**src/rtl/muldiv_port_arbiter_pkg.sv**
```systemverilog
// Shared types and operator classification for the mult unit and its port arbiter.
// Provides fu_data_t (operation payload), fu_op_t and the is_mul_op / is_div_op
// helpers so the arbiter and the mult unit agree on which operators go where.
package muldiv_port_arbiter_pkg;

    localparam int unsigned XLEN          = 64;
    localparam int unsigned TRANS_ID_BITS = 3;

    typedef enum logic [3:0] {
        ADD,
        MUL,
        MULH,
        MULHU,
        MULHSU,
        MULW,
        DIV,
        DIVU,
        DIVW,
        DIVUW,
        REM,
        REMU,
        REMW,
        REMUW
    } fu_op_t;

    typedef struct packed {
        fu_op_t                   operation;
        logic [XLEN-1:0]          operand_a;
        logic [XLEN-1:0]          operand_b;
        logic [TRANS_ID_BITS-1:0] trans_id;
    } fu_data_t;

    // Operators served by the pipelined multiplier.
    function automatic logic is_mul_op(input fu_op_t op);
        return op inside {MUL, MULH, MULHU, MULHSU, MULW};
    endfunction

    // Operators served by the serial divider.
    function automatic logic is_div_op(input fu_op_t op);
        return op inside {DIV, DIVU, DIVW, DIVUW, REM, REMU, REMW, REMUW};
    endfunction

endpackage

```
**src/rtl/muldiv_port_arbiter_if.sv**
```systemverilog
// Link between the port arbiter (master) and the shared mult unit (slave).
//   data/valid      : operation issued to the mult unit
//   ready           : divider can accept a new division
//   res_valid       : a result is presented this cycle
//   result/trans_id : the presented result and its transaction id
interface muldiv_port_arbiter_if;
    import muldiv_port_arbiter_pkg::*;

    fu_data_t                 data;
    logic                     valid;
    logic                     ready;
    logic                     res_valid;
    logic [XLEN-1:0]          result;
    logic [TRANS_ID_BITS-1:0] trans_id;

    modport master (
        output data, valid,
        input  ready, res_valid, result, trans_id
    );

    modport slave (
        input  data, valid,
        output ready, res_valid, result, trans_id
    );

endinterface

```
**src/rtl/muldiv_port_arbiter_rr_picker.sv**
```systemverilog
// Round-robin picker: finds the first eligible entry after ptr, with wrap-around.
//   eligible : candidate vector
//   ptr      : index of the most recent winner
//   grant_c  : one-hot winner (zero if nothing eligible), combinational
//   idx_c    : index of the winner, combinational
module muldiv_rr_picker #(
    parameter int unsigned N    = 2,
    parameter int unsigned IdxW = 1
) (
    input  logic [N-1:0]    eligible,
    input  logic [IdxW-1:0] ptr,
    output logic [N-1:0]    grant_c,
    output logic [IdxW-1:0] idx_c
);

    logic [IdxW-1:0] cand;
    logic            found;

    // Search ptr+1, ptr+2, ... ptr+N (mod N); ptr itself is checked last.
    always_comb begin : search
        grant_c = '0;
        idx_c   = '0;
        found   = 1'b0;
        cand    = '0;
        for (int unsigned k = 1; k <= N; k++) begin
            cand = IdxW'((32'(ptr) + k) % N);
            if (!found && eligible[cand]) begin
                found          = 1'b1;
                grant_c[cand]  = 1'b1;
                idx_c          = cand;
            end
        end
    end

endmodule

```
**src/rtl/muldiv_port_arbiter.sv**
```systemverilog
// Shares one mult unit between NrPorts requesters. Grants one request per cycle
// round-robin, holds off divisions while the divider is busy, and routes every
// result back to the port that issued it. No latency is added on either path.
//   clk_i, rst_ni, flush_i           : clock, async active-low reset, pipeline flush
//   req_valid_i/req_data_i/req_ready_o: per-port issue handshake (ready is the grant)
//   resp_valid_o                     : per-port result valid (one-hot or zero)
//   resp_result_o/resp_trans_id_o    : shared result bus
//   fu                               : master side of the link to the mult unit
module muldiv_port_arbiter
    import muldiv_port_arbiter_pkg::*;
#(
    parameter int unsigned NrPorts    = 2,
    parameter int unsigned MulLatency = 1
) (
    input  logic                         clk_i,
    input  logic                         rst_ni,
    input  logic                         flush_i,
    input  logic     [NrPorts-1:0]       req_valid_i,
    input  fu_data_t [NrPorts-1:0]       req_data_i,
    output logic     [NrPorts-1:0]       req_ready_o,
    output logic     [NrPorts-1:0]       resp_valid_o,
    output logic     [XLEN-1:0]          resp_result_o,
    output logic     [TRANS_ID_BITS-1:0] resp_trans_id_o,
    muldiv_port_arbiter_if.master        fu
);

    localparam int unsigned PortW = (NrPorts > 1) ? $clog2(NrPorts) : 1;

    typedef struct packed {
        logic             valid;
        logic [PortW-1:0] port;
    } owner_t;

    owner_t [MulLatency-1:0] mul_owner_pipe_q;
    owner_t [MulLatency-1:0] mul_owner_pipe_d;
    owner_t                  tail;

    logic [PortW-1:0]   rr_ptr_q;
    logic [PortW-1:0]   div_owner_q;
    logic [PortW-1:0]   win_idx;
    logic               div_pending_q;
    logic               div_done;
    logic               any_grant;
    logic               mul_grant;
    logic               div_grant;
    logic [NrPorts-1:0] eligible;
    logic [NrPorts-1:0] legal;
    logic [NrPorts-1:0] grant;

    // A division may only be issued when the divider is idle and untracked.
    for (genvar p = 0; p < NrPorts; p++) begin : g_elig
        assign legal[p]    = is_mul_op(req_data_i[p].operation) || is_div_op(req_data_i[p].operation);
        assign eligible[p] = req_valid_i[p] && !flush_i &&
                             (is_mul_op(req_data_i[p].operation) ||
                              (is_div_op(req_data_i[p].operation) && fu.ready && !div_pending_q));
    end

    muldiv_rr_picker #(
        .N    (NrPorts),
        .IdxW (PortW)
    ) i_picker (
        .eligible (eligible),
        .ptr      (rr_ptr_q),
        .grant_c  (grant),
        .idx_c    (win_idx)
    );

    assign any_grant   = |grant;
    assign req_ready_o = grant;
    assign fu.valid    = any_grant;
    assign fu.data     = any_grant ? req_data_i[win_idx] : '0;
    assign mul_grant   = any_grant && is_mul_op(req_data_i[win_idx].operation);
    assign div_grant   = any_grant && is_div_op(req_data_i[win_idx].operation);

    assign resp_result_o   = fu.result;
    assign resp_trans_id_o = fu.trans_id;

    // Ownership shift register mirrors the multiplier pipeline depth.
    assign mul_owner_pipe_d[0] = mul_grant ? {1'b1, win_idx} : '0;
    for (genvar i = 1; i < MulLatency; i++) begin : g_pipe
        assign mul_owner_pipe_d[i] = mul_owner_pipe_q[i-1];
    end
    assign tail = mul_owner_pipe_q[MulLatency-1];

    // Multiplication results take precedence; an untracked result is the division.
    always_comb begin : route
        resp_valid_o = '0;
        div_done     = 1'b0;
        if (!flush_i) begin
            if (tail.valid) begin
                resp_valid_o[tail.port] = fu.res_valid;
            end else if (fu.res_valid) begin
                resp_valid_o[div_owner_q] = 1'b1;
                div_done                  = 1'b1;
            end
        end
    end

    // Tracking state; flush drops in-flight ownership but keeps arbitration fairness.
    always_ff @(posedge clk_i or negedge rst_ni) begin : state_reg
        if (!rst_ni) begin
            rr_ptr_q         <= PortW'(NrPorts - 1);
            mul_owner_pipe_q <= '0;
            div_pending_q    <= 1'b0;
            div_owner_q      <= '0;
        end else begin
            if (any_grant) begin
                rr_ptr_q <= win_idx;
            end
            if (flush_i) begin
                mul_owner_pipe_q <= '0;
                div_pending_q    <= 1'b0;
            end else begin
                mul_owner_pipe_q <= mul_owner_pipe_d;
                if (div_grant) begin
                    div_pending_q <= 1'b1;
                    div_owner_q   <= win_idx;
                end else if (div_done) begin
                    div_pending_q <= 1'b0;
                end
            end
        end
    end

    a_legal_op: assert property (@(posedge clk_i) disable iff (!rst_ni)
        (req_valid_i & ~legal) == '0);

    a_tail_has_result: assert property (@(posedge clk_i) disable iff (!rst_ni)
        (!flush_i && tail.valid) |-> fu.res_valid);

    a_div_result_tracked: assert property (@(posedge clk_i) disable iff (!rst_ni)
        (!flush_i && !tail.valid && fu.res_valid) |-> div_pending_q);

endmodule

```
**src/flat_wrapper.sv**
```systemverilog
// flat-port wrapper written by rule: the top's interface ports become plain ports
module muldiv_port_arbiter_flat import muldiv_port_arbiter_pkg::*;
#(
    parameter int unsigned NrPorts    = 2,
    parameter int unsigned MulLatency = 1
)
  (clk_i, rst_ni, flush_i, req_valid_i, req_data_i, req_ready_o, resp_valid_o, resp_result_o, resp_trans_id_o, fu_data, fu_valid, fu_ready, fu_res_valid, fu_result, fu_trans_id);
  muldiv_port_arbiter_if fu_i ();
  input  logic clk_i;
  input  logic rst_ni;
  input  logic flush_i;
  input  logic     [NrPorts-1:0] req_valid_i;
  input  fu_data_t [NrPorts-1:0] req_data_i;
  output logic     [NrPorts-1:0] req_ready_o;
  output logic     [NrPorts-1:0] resp_valid_o;
  output logic     [XLEN-1:0] resp_result_o;
  output logic     [TRANS_ID_BITS-1:0] resp_trans_id_o;
  output wire logic [$bits(fu_i.data)-1:0] fu_data;
  output wire logic [$bits(fu_i.valid)-1:0] fu_valid;
  input wire logic [$bits(fu_i.ready)-1:0] fu_ready;
  input wire logic [$bits(fu_i.res_valid)-1:0] fu_res_valid;
  input wire logic [$bits(fu_i.result)-1:0] fu_result;
  input wire logic [$bits(fu_i.trans_id)-1:0] fu_trans_id;
  assign fu_data = fu_i.data;
  assign fu_valid = fu_i.valid;
  assign fu_i.ready = fu_ready;
  assign fu_i.res_valid = fu_res_valid;
  assign fu_i.result = fu_result;
  assign fu_i.trans_id = fu_trans_id;
  muldiv_port_arbiter #(.NrPorts(NrPorts), .MulLatency(MulLatency)) u_core (.clk_i(clk_i), .rst_ni(rst_ni), .flush_i(flush_i), .req_valid_i(req_valid_i), .req_data_i(req_data_i), .req_ready_o(req_ready_o), .resp_valid_o(resp_valid_o), .resp_result_o(resp_result_o), .resp_trans_id_o(resp_trans_id_o), .fu(fu_i));
endmodule
```
**config.mk**
```make
export PLATFORM = sky130hd
export DESIGN_NAME = muldiv_port_arbiter_flat
export DESIGN_NICKNAME = d
export VERILOG_FILES = /design/src/rtl/muldiv_port_arbiter_pkg.sv /design/src/rtl/muldiv_port_arbiter_if.sv /design/src/rtl/muldiv_port_arbiter_rr_picker.sv /design/src/rtl/muldiv_port_arbiter.sv /design/src/flat_wrapper.sv
export SDC_FILE = /design/constraint.sdc
export NUM_CORES = 1
export LEC_CHECK = 0
export BUFFER_PORTS_ARGS = -buffer_cell sky130_fd_sc_hd__buf_4
export CAP_MARGIN = 30
export CORE_AREA = 2 2 215 217
export DETAILED_ROUTE_END_ITERATION = 8
export DIE_AREA = 0 0 217 219
export GPL_TIMING_DRIVEN = 0
export HOLD_SLACK_MARGIN = 0.12
export PLACE_DENSITY = 0.36
export SLEW_MARGIN = 20
export SYNTH_ARGS = -nofsm -noshare
export SYNTH_HDL_FRONTEND = slang
export SYNTH_HIERARCHICAL = 1
export SYNTH_SLANG_ARGS = --single-unit
```
**constraint.sdc**
```tcl
create_clock -name clk_i -period 2.58 [get_ports clk_i]
set_input_delay 0 -clock clk_i [delete_from_list [all_inputs] [get_ports clk_i]]
set_output_delay 0 -clock clk_i [all_outputs]
set_load 0.03 [all_outputs]
```
# Word level (Yosys, flattened, before mapping)
# Cells that the tools add are included.
# Widths: inputs -> output; s select.
# totals
elab_cells	118
output_inout_bits	207
inputBits	344
ff_bits	5
# classes
eq_ne	39
n_lt_le_gt_ge	9
addsub	2
bitwise_logic	3
mux	31
reduce_logical	29
# ops
operator	n
$mux 135	3
$eq 4x4->1 const B	18
$eq 4x3->1 const B	12
$eq 4x2->1 const B	6
$reduce_bool 8->1	3
$mux 1	17
$logic_and 1x1->1	15
$reduce_bool 5->1	3
$mux 2	7
$eq 4x1->1 const B	3
$lt 1x2->1 const B	5
$demux 1 s1	4
$ge 1x1->1 const B	4
$logic_not 1->1	3
$reduce_bool 3->1	1
$add 1x1->1 const B	2
$and 2x2->2	1
$logic_or 1x1->1	2
$or 2x2->2	1
$reduce_and 2->1	1
$reduce_or 2->1	1
$not 1->1	1

# Longest topological paths before layout
# Gate-level depths: netlist of run 1.
# depth
depth_word	19
depth_mapped	10
depth_no_buf	8

# Hierarchy
# Netlist of run 1, hierarchy kept.
# modules_own_cells
module	cells_each	n_inst	area_each_um2	seq_area_each_um2
muldiv_port_arbiter	413	1	3027.9	126.4
muldiv_rr_picker	4	1	26.3	0.0

# Least setup slack after synthesis of run 1
# Ideal clock, no wire load.
# synth_timing
path_kind	register to output
start	reg u_core.div_pending_q
end	out fu_data[103]
arrival_ns	2.682
setup_slack_ns	-0.102
n_path_buf	2
path_stages_with_launch	9
required_ns	2.580
path_cell_list	dfrtp_1 nand2b_1 a21oi_1 o221a_2 a21boi_0 nor2_1 buf_2 buf_2 nor2_1
# synth_between
elab_cells_between_ends	23
cone_classes	mux (12); bitwise (1); reduce/logical (10)
# synth_rtl
element	line	source
from (decl)	muldiv_port_arbiter.sv:41	logic div_pending_q;
from (signal assigned)	muldiv_port_arbiter.sv:104	div_pending_q <= 1'b0;
from (signal assigned)	muldiv_port_arbiter.sv:112	div_pending_q <= 1'b0;
from (signal assigned)	muldiv_port_arbiter.sv:116	div_pending_q <= 1'b1;
$logic_not 1->1 *	muldiv_port_arbiter.sv:55	(is_div_op(req_data_i[p].operation) && fu.ready && !div_pending_q));
$logic_and 1x1->1 *	muldiv_port_arbiter.sv:55	
$logic_or 1x1->1 *	muldiv_port_arbiter.sv:54	(is_mul_op(req_data_i[p].operation) ||
$logic_and 1x1->1 *	muldiv_port_arbiter.sv:53	assign eligible[p] = req_valid_i[p] && !flush_i &&
net u_core.eligible[1]	muldiv_port_arbiter.sv:46	logic [NrPorts-1:0] eligible;
$mux 1 (implied by the code) (2 in series)	muldiv_port_arbiter_rr_picker.sv:27	if (!found && eligible[cand]) begin
$mux 1	muldiv_port_arbiter_rr_picker.sv:27	
$logic_not 1->1	muldiv_port_arbiter_rr_picker.sv:27	
$logic_and 1x1->1	muldiv_port_arbiter_rr_picker.sv:27	
$mux 2 *	muldiv_port_arbiter_rr_picker.sv:27	
net req_ready_o[1]	flat_wrapper.sv:14	output logic [NrPorts-1:0] req_ready_o;
$reduce_or 2->1 *	muldiv_port_arbiter.sv:68	assign any_grant = |grant;
$mux 135 *	muldiv_port_arbiter.sv:71	assign fu.data = any_grant ? req_data_i[win_idx] : '0;
to (decl)	flat_wrapper.sv:18	output wire logic [$bits(fu_i.data)-1:0] fu_data;
# Mark *: on every way through the listed nets, which the timed path passes. The rest lies on a longest branch. The select of a mux whose other input is x is not followed.

# Worst setup path after layout of run 1
# layout_timing
start	reg u_core.div_pending_q
end	out fu_data[36]
# layout_between
elab_chain_len	13
elab_cells_between_ends	23
cone_classes	mux (12); bitwise (1); reduce/logical (10)
# layout_rtl
element	line
$logic_not 1->1 *	muldiv_port_arbiter.sv:55
$logic_and 1x1->1 *	muldiv_port_arbiter.sv:55
$logic_or 1x1->1 *	muldiv_port_arbiter.sv:54
$logic_and 1x1->1 *	muldiv_port_arbiter.sv:53
net u_core.eligible[0]	muldiv_port_arbiter.sv:46
$mux 1 (implied by the code) (2 in series)	muldiv_port_arbiter_rr_picker.sv:27
$mux 1	muldiv_port_arbiter_rr_picker.sv:27
$logic_not 1->1	muldiv_port_arbiter_rr_picker.sv:27
$logic_and 1x1->1	muldiv_port_arbiter_rr_picker.sv:27
$mux 1	muldiv_port_arbiter_rr_picker.sv:27
$mux 135 (implied by the code) (2 in series)	muldiv_port_arbiter.sv:71
$mux 135 *	muldiv_port_arbiter.sv:71
# Marked as above.

==> results of run 1 <==
-- kinds of logic after synthesis --
logic type / after synthesis
AND/OR/NAND/NOR: 156
AO/OA/AOI/OAI: 18
buffers and inverters: 102
flip-flops: 5
multiplexers: 136
-- worst reg2reg max path: cells and delay by family (launching register included) --
family                 cells  cell delay [ns]
flip-flops                 1             0.38
AND/OR/NAND/NOR            2             0.37
AO/OA/AOI/OAI              4             0.60
multiplexers               1             0.31
buffers and inverters      2             0.32
-- sequential cells by signal, summed over array words and instances, names as in the netlist --
name and cells:
u_core/mul_owner_pipe_q 2, u_core/div_owner_q 1, u_core/div_pending_q 1, u_core/rr_ptr_q 1
-- path summary, 6_finish.rpt --
path,to,slack [ns],depth (start not counted)
hold reg to reg,u_core/rr_ptr_q,0.49,2
min in group clk_i,u_core/mul_owner_pipe_q[1],0.13,4
setup reg to reg,u_core/div_pending_q,0.47,9
hold / removal,u_core/div_owner_q,0.12,2
max in group asynchronous,u_core/rr_ptr_q,2.26,2
setup / recovery,fu_data[36],0.16,9
-- power breakdown --
part	switching (µW)	internal (µW)	leakage, µW	total [µW]
clock network	48.1	205	0.0000382	253
registers	5.42	88.7	0.0000647	94.1
logic	892	792	0.00366	1680
-- per-stage QoR --
stage               area [µm²]  utilization (%)  setup WS, ns  cells  hold slack [ns]
detailed placement        7430             16.5        0.0251   1500           -0.192
floorplan                 3050                -         0.180    417           -0.296
global placement          7430             16.5        0.0904   1500           -0.194
finish                    7660             17.0         0.158   1511            0.121
CTS                       7540             16.7        0.0142   1506            0.124
global route              7660             17.0      -0.00704   1511            0.130
-- cells in the final DEF (no fill, tap or decap), types with 2 or more instances in the layout --
master and count:
nand2b_1 3, buf_12 4, buf_4 556, mux2i_1 131
clkbuf_4 2, a21oi_1 5, a21boi_2 2, clkbuf_16 4
nand2_1 4, mux2i_2 3, diode_2 2, nand3_1 2
nor2_1 139, buf_2 11, buf_8 9, dfrtp_1 4
mux2i_4 2, inv_1 4, o21bai_1 2, or3_1 2
dlygate4sd3_1 2
-- layout make-up --
| class | instances | area, µm² |
|---|---|---|
| Inverter | 4 | 15.0 |
| Tap cell | 600 | 751 |
| Multi-Input combinational cell | 310 | 2160 |
| Clock buffer | 4 | 78.8 |
| Antenna cell | 2 | 5.00 |
| Fill cell | 5205 | 37400 |
| Buffer | 98 | 830 |
| Sequential cell | 5 | 126 |
| Timing Repair Buffer | 488 | 3690 |
-- routing by layer --
| layer | share of wire [%] | routed length, µm | vias to the layer above | global-route usage (%) |
|---|---|---|---|---|
| li1 | - | - | 2317 | - |
| met1 | 37 | 9190 | 2105 | 10.0 |
| met2 | 54 | 13500 | 300 | 18.3 |
| met3 | 7.9 | 1990 | 22 | 1.79 |
| met4 | 1.3 | 320 | 2 | 1.51 |
| met5 | 0.052 | 13 | - | 0 |
-- synth_stat cells --
cell and count:
nor2_1 139, mux2i_1 136, buf_4 69, buf_2 15, buf_8 11, a21oi_1 5, dfrtp_1 4, inv_1 4
nand2_1 4, buf_6 3, nand2b_1 3, a21boi_0 2, nand3_1 2, o21bai_1 2, or3_1 2, a211oi_1 1
a21bo_1 1, a21boi_1 1, a21o_1 1, a311oi_2 1, and2_2 1, and2b_1 1, and3b_1 1, dfstp_2 1
nand3b_1 1, nor3b_1 1, o211a_1 1, o21ai_1 1, o221a_2 1, o22ai_1 1, or2b_1 1
-- what timing repair did --
action / in CTS / in global routing
buffers inserted: 0 / 2
hold buffers: 2 / 0
cloned: 0 / 1
hold endpoints to repair: 6 / 0
resized for setup: 4 / 16
endpoints found under the setup margin: 65 / 80
==> metrics.md, run 1 <==
| Metric | Value |
|---|---|
| Inserted Clock Buffers | `3` |
| Height of the die | `219 µm` |
| Post-synthesis register bit count | `5` |
| Critical path class | `flop to output port` |
| Port Buffers | `about 480` |
| Class of the worst hold path | `input port to asynchronous set/reset pin` |
| Sum of internal, switching and leakage power | `2030 µW` |
| Synthesized area per cell | `7.32 µm²` |
| Initial cell density of the core | `under 10%` |
| Pleak | `0.00376 µW` |
| GPL Wtd Cong | `0.779` |
| H-tree Lvls | `1` |
| Slowest stage cell, crit path | `dfrtp_1` |
| Dominant combinational cell family by area after synthesis | `multiplexers` |
| Synthesized-area fraction occupied by xor and xnor cells | `0%` |
| Ranking of synthesized cells by area | `mux2i_1, nor2_1, buf_4` |
| Number of slew-limit violations in the final report | `0` |
| Maximum clock frequency | `around 0.41 GHz` |
| Share of Yosys cell area claimed by the top area cell type | `44.6%` |
| Highest cell delay on the worst timing path | `0.38 ns` |
| Multiplexer area fraction after synthesis | `44.6%` |
| Row Count | `78` |
| DRC violation count after routing | `0` |
| Post-synthesis net count | `761` |
| Detailed-route vias per instance | `3.14` |
| Overall via count from detail_route | `4746` |
| Min cycle time layout | `~2.4 ns` |
| Buf+Inv Stages, Crit Path | `3` |
| Warning count from the yosys run | `6` |
| Compound-Gate Fraction of Synth Area | `4.42%` |
| Core ar. | `45100 µm²` |
| Number of maximum-capacitance constraint violations | `0` |
| Routed wirelength normalized by instance count | `16.5 µm` |
| Post-Syn Instances | `417` |
| Max Fanout on Critical Path | `10` |
| Setup crit start kind | `flop` |
| Required arrival time at the worst endpoint | `2.58 ns` |
| Number of endpoints failing setup at the final stage | `0` |
| HPWL after DPL | `22.4 mm` |
| Sequence of cells on the critical path | `nand2b_1, a21oi_1, o211a_1, a21boi_2, nor2_1, buf_4, buf_2, nor2_1, buf_4` |
| Die extent in x | `217 µm` |
| Number of different library cells in the post-synthesis netlist | `31` |
| Setup clock skew after layout | `0.000999 ns` |
| Overall routing resource usage | `9.18%` |
| Cell type with the highest aggregate area in the netlist | `mux2i_1` |
| Worst vdd ir | `0.000155 V` |
| Slew Limit Headroom | `76.0%` |
| Cell Pwr Density | `approximately 270 nW/µm²` |
| Longest Clk Path Bufs | `2` |
| DRT iter0 DRCs | `98` |
| Area fraction in and, or, nand and nor cells after synthesis | `20.4%` |
| Final Hold Viols | `0` |
| Area growth from synthesis to layout | `151%` |
| Status | `finished clean` |
| Ratio of cells with drive above 1 in the final layout | `between 60 and 70%` |
| Sequential cell area fraction in the yosys report | `under 10%` |
| Capturing element type of the critical path | `output port` |
| Startpoint of the worst setup timing path | `u_core/div_pending_q` |
| Final period util | `93.9%` |
| Synthesized-area fraction occupied by adder cells | `0%` |
| Routed Wire Length | `approximately 25 mm` |
| Count of clock tree sinks | `5` |
| Mapped cell area | `3050 µm²` |
| Antenna-violating nets left | `0` |
| NumNets Final | `1254` |
| Setup repair after global routing missed its margin | `true` |
| Pin count of the biggest net entering global routing | `11` |
| Via count of the first global-routing pass | `a little under 5000` |
| Worst-skew pair later-pin latency | `0.22 ns` |
| First-pass GRT wire length | `between 30 and 40 mm` |
| Remaining global-route overflow | `0` |
| Sum of negative setup slack | `0 ns` |
| Launch instance of the worst register-to-register path | `u_core/div_pending_q` |
| Num ports | `between 500 and 600` |
| Antenna violations before repair | `8` |
| Clock root buffer | `clkbuf_16` |
| Number of search-and-repair iterations in the first detailed-routing pass | `6` |
| CTS tree | `done` |
| Crit path max-delay family | `buffers and inverters` |
| Clock-pin slew of the registers on the worst-case setup and hold paths | `0.03 ns` |
| Slew @ Worst Pin | `0.349 ns` |
| Die ar. | `47500 µm²` |
| Signal arrival time at the worst endpoint | `2.42 ns` |
(Power assumes the default switching activity.)
==> run 2: changes to the inputs <==
--- a/config.mk
+++ b/config.mk
@@ -10,7 +10,6 @@
 export CORE_AREA = 2 2 215 217
 export DETAILED_ROUTE_END_ITERATION = 8
 export DIE_AREA = 0 0 217 219
-export GPL_TIMING_DRIVEN = 0
 export HOLD_SLACK_MARGIN = 0.12
 export PLACE_DENSITY = 0.36
 export SLEW_MARGIN = 20
==> run 2 against run 1 <==
Worst hold slack better by 0.042 ns. Critical path depth stayed put. Clock skew hardly changed. Total power is 5.0% lower. Global-route usage is 1.2 points lower. Sequential power is 1% higher. Core utilization is 0.71 points lower. First-iteration DRC count is 24% higher. Die area stayed put. Wire length is 11% lower. Combinational power is 6% lower. Largest cell class unchanged. Largest power group unchanged.
==> metrics.md, run 2 (same netlist as run 1, synthesis figures left out) <==
| Metric | Value |
|---|---|
| Detailed-route vias per instance | `3.11 (-0.93%)` |
| DRC violation count after routing | `0 (unchanged)` |
| Inserted Clock Buffers | `3 (unchanged)` |
| Core ar. | `45100 µm² (unchanged)` |
| Clock-pin slew of the registers on the worst-case setup and hold paths | `0.03 ns (about the same)` |
| Top library cells by usage in the layout, fill and taps aside | `buf_4, nor2_1, mux2i_1, dlygate4sd3_1, clkbuf_16` |
| Slew @ Worst Pin | `0.542 ns (+0.193 ns)` |
| Post-Place Setup Slack | `0.166 ns (+0.141 ns)` |
| Overall via count from detail_route | `4484 (-5.5%)` |
| Capturing element type of the critical path | `output port` |
| Least setup slack across all paths after layout | `0.143 ns (-0.0145 ns)` |
| Via count of the first global-routing pass | `4360 (-9.7%)` |
| Fill cell instance count of the final layout | `5180 (-0.48%)` |
| Setup repair after global routing missed its margin | `true` |
| CTS tree | `done` |
| Signal arrival time at the worst endpoint | `2.44 ns (+0.02 ns)` |
| Slew Limit Headroom | `63.9% (-12 points)` |
| First-pass GRT wire length | `28.1 mm (-12%)` |
| Clock root buffer | `clkbuf_16` |
| Num ports | `551 (unchanged)` |
| Setup clock skew after layout | `0.000567 ns (-0.000432 ns)` |
| Setup crit start kind | `flop` |
| Longest Clk Path Bufs | `2 (unchanged)` |
| Antenna violations before repair | `5 (-3)` |
| GPL Wtd Cong | `0.787 (+1.1%)` |
| Number of endpoints failing setup at the final stage | `0 (unchanged)` |
| Routed wirelength normalized by instance count | `15.5 µm (-6.3%)` |
| Worst hold slack across all endpoints | `0.163 ns (+0.0421 ns)` |
| HPWL after DPL | `18.1 mm (-19%)` |
| Antenna-violating nets left | `0 (unchanged)` |
| Number of slew-limit violations in the final report | `0 (unchanged)` |
| Final core occ | `16.3% (-0.71 points)` |
| Sum of internal, switching and leakage power | `1930 µW (-5.0%)` |
| Count of clock tree sinks | `5 (unchanged)` |
| Cell Pwr Density | `263 nW/µm² (-0.82%)` |
| Maximum clock frequency | `0.410 GHz (-0.60%)` |
| Remaining global-route overflow | `0 (unchanged)` |
| Die ar. | `47500 µm² (unchanged)` |
| NumNets Final | `1186 (-5.4%)` |
| Sequential Area | `126 µm² (unchanged)` |
| Required arrival time at the worst endpoint | `2.58 ns (about the same)` |
| Die extent in x | `217 µm (unchanged)` |
| Area growth from synthesis to layout | `140%` |
| Class of the worst hold path | `input port to flop` |
| Height of the die | `219 µm (unchanged)` |
| Pleak | `0.00343 µW (-8.9%)` |
| Ant. Diodes | `0 (-2)` |
| Flip-flop count of the largest register after layout | `2 (unchanged)` |
| Worst-skew pair later-pin latency | `0.23 ns (about the same)` |
| Reg with most FFs | `u_core/mul_owner_pipe_q` |
| Slowest stage cell, crit path | `dfrtp_1` |
| Final period util | `94.5% (+0.56 points)` |
| Pin count of the biggest net entering global routing | `71 (+60)` |
| Leading cell type in the layout, fill and taps excluded | `buf_4` |
| Ratio of cells with drive above 1 in the final layout | `55.1% (-11 points)` |
| Row Count | `78 (unchanged)` |
| Status | `finished clean` |
| Number of search-and-repair iterations in the first detailed-routing pass | `6 (unchanged)` |
| Overall routing resource usage | `7.97% (-1.2 points)` |
| Startpoint of the tightest hold check path | `req_data_i[134]` |
| Max Fanout on Critical Path | `18 (+8)` |
| Final Hold Viols | `0 (unchanged)` |
| Startpoint of the worst setup timing path | `u_core/div_pending_q` |
| H-tree Lvls | `1 (unchanged)` |
| Min cycle time layout | `2.44 ns (+0.0145 ns)` |
| Port Buffers | `416 (-14%)` |
| Highest cell delay on the worst timing path | `0.39 ns (about the same)` |
| Number of maximum-capacitance constraint violations | `0 (unchanged)` |
| Worst vdd ir | `0.000160 V (+3.1%)` |
| Critical path class | `flop to output port` |
| Launch instance of the worst register-to-register path | `u_core/div_pending_q` |
| Sum of negative setup slack | `0 ns (unchanged)` |
| Initial cell density of the core | `6.77% (unchanged)` |
| Sequence of cells on the critical path | `nand2b_1, a21oi_2, o221a_2, a21boi_4, buf_12, buf_16, mux2i_4, nor2_1, buf_4` |
| DRT iter0 DRCs | `122 (+24%)` |
| Area of combinational cells with multiple inputs | `2180 µm² (+0.69%)` |
| Routed Wire Length | `22.3 mm (-11%)` |
[run 2: cell count changes in the layout (fill, tap and decap cells not counted), moves of 2 or more]
cell,delta
buf_8,-9
dlygate4sd3_1,+68
clkbuf_4,-2
a21boi_2,-2
diode_2,-2
buf_4,-116
buf_2,-11
[run 2: path summary, 6_finish.rpt]
| check | end | slack [ns] | depth (start not counted) |
|---|---|---|---|
| worst min register to register | u_core/rr_ptr_q | 0.52 | 2 |
| worst max-delay path | fu_data[69] | 0.14 | 9 |
| worst min-delay path | u_core/mul_owner_pipe_q[1] | 0.16 | 4 |
| max in group asynchronous | u_core/div_owner_q | 1.69 | 3 |
| min in group asynchronous | u_core/rr_ptr_q | 0.25 | 2 |
| worst max register to register | u_core/div_pending_q | 0.23 | 9 |
[run 2: final cells by class]
| cell class | instances | area share [%] |
|---|---|---|
| repair buffers | 518 | 57.1 |
| multi-input cells | 310 | 29.7 |
| well taps | 600 | 10.2 |
| flip-flops and latches | 5 | 1.72 |
| clock buffers | 4 | 1.07 |
| inverters | 4 | 0.205 |
[run 2: worst max-delay path: cells and delay by family, from the launching register on]
family / cells / cell delay (ns)
AO/OA/AOI/OAI: 3 / 0.62
flip-flops: 1 / 0.39
AND/OR/NAND/NOR: 2 / 0.28
buffers and inverters: 3 / 0.59
multiplexers: 1 / 0.30
[run 2: power breakdown]
part | leakage [µW] | internal [µW] | total (µW) | switching (µW)
sequential | 0.0000647 | 88.7 | 95.2 | 6.53
combinational | 0.00332 | 731 | 1580 | 850
clock | 0.0000382 | 205 | 253 | 48.5
total | 0.00343 | 1020 | 1930 | 905
[run 2: layer usage]
layer	vias up	wire length, µm	part of all wire [%]	global-route usage [%]
li1	2181	-	-	-
met1	2002	8150	37	8.83
met2	283	12100	54	16.0
met3	18	1680	7.5	1.26
met4	0	327	1.5	1.32
met5	-	0	0	0
[run 2: metrics by stage]
stage	cell area [µm²]	std cells
after floorplan	3050	417
after global placement	6330	1352
after detailed placement	6330	1352
after CTS	7170	1428
after global routing	7340	1441
final	7340	1441
[run 2: what timing repair did]
item,in CTS,in global routing
setup endpoints to repair,4,95
cloned,1,2
buffers inserted,1,11
hold buffers,70,0
pin swaps,0,0
gates resized for setup,3,7
endpoints found under the hold margin,73,0
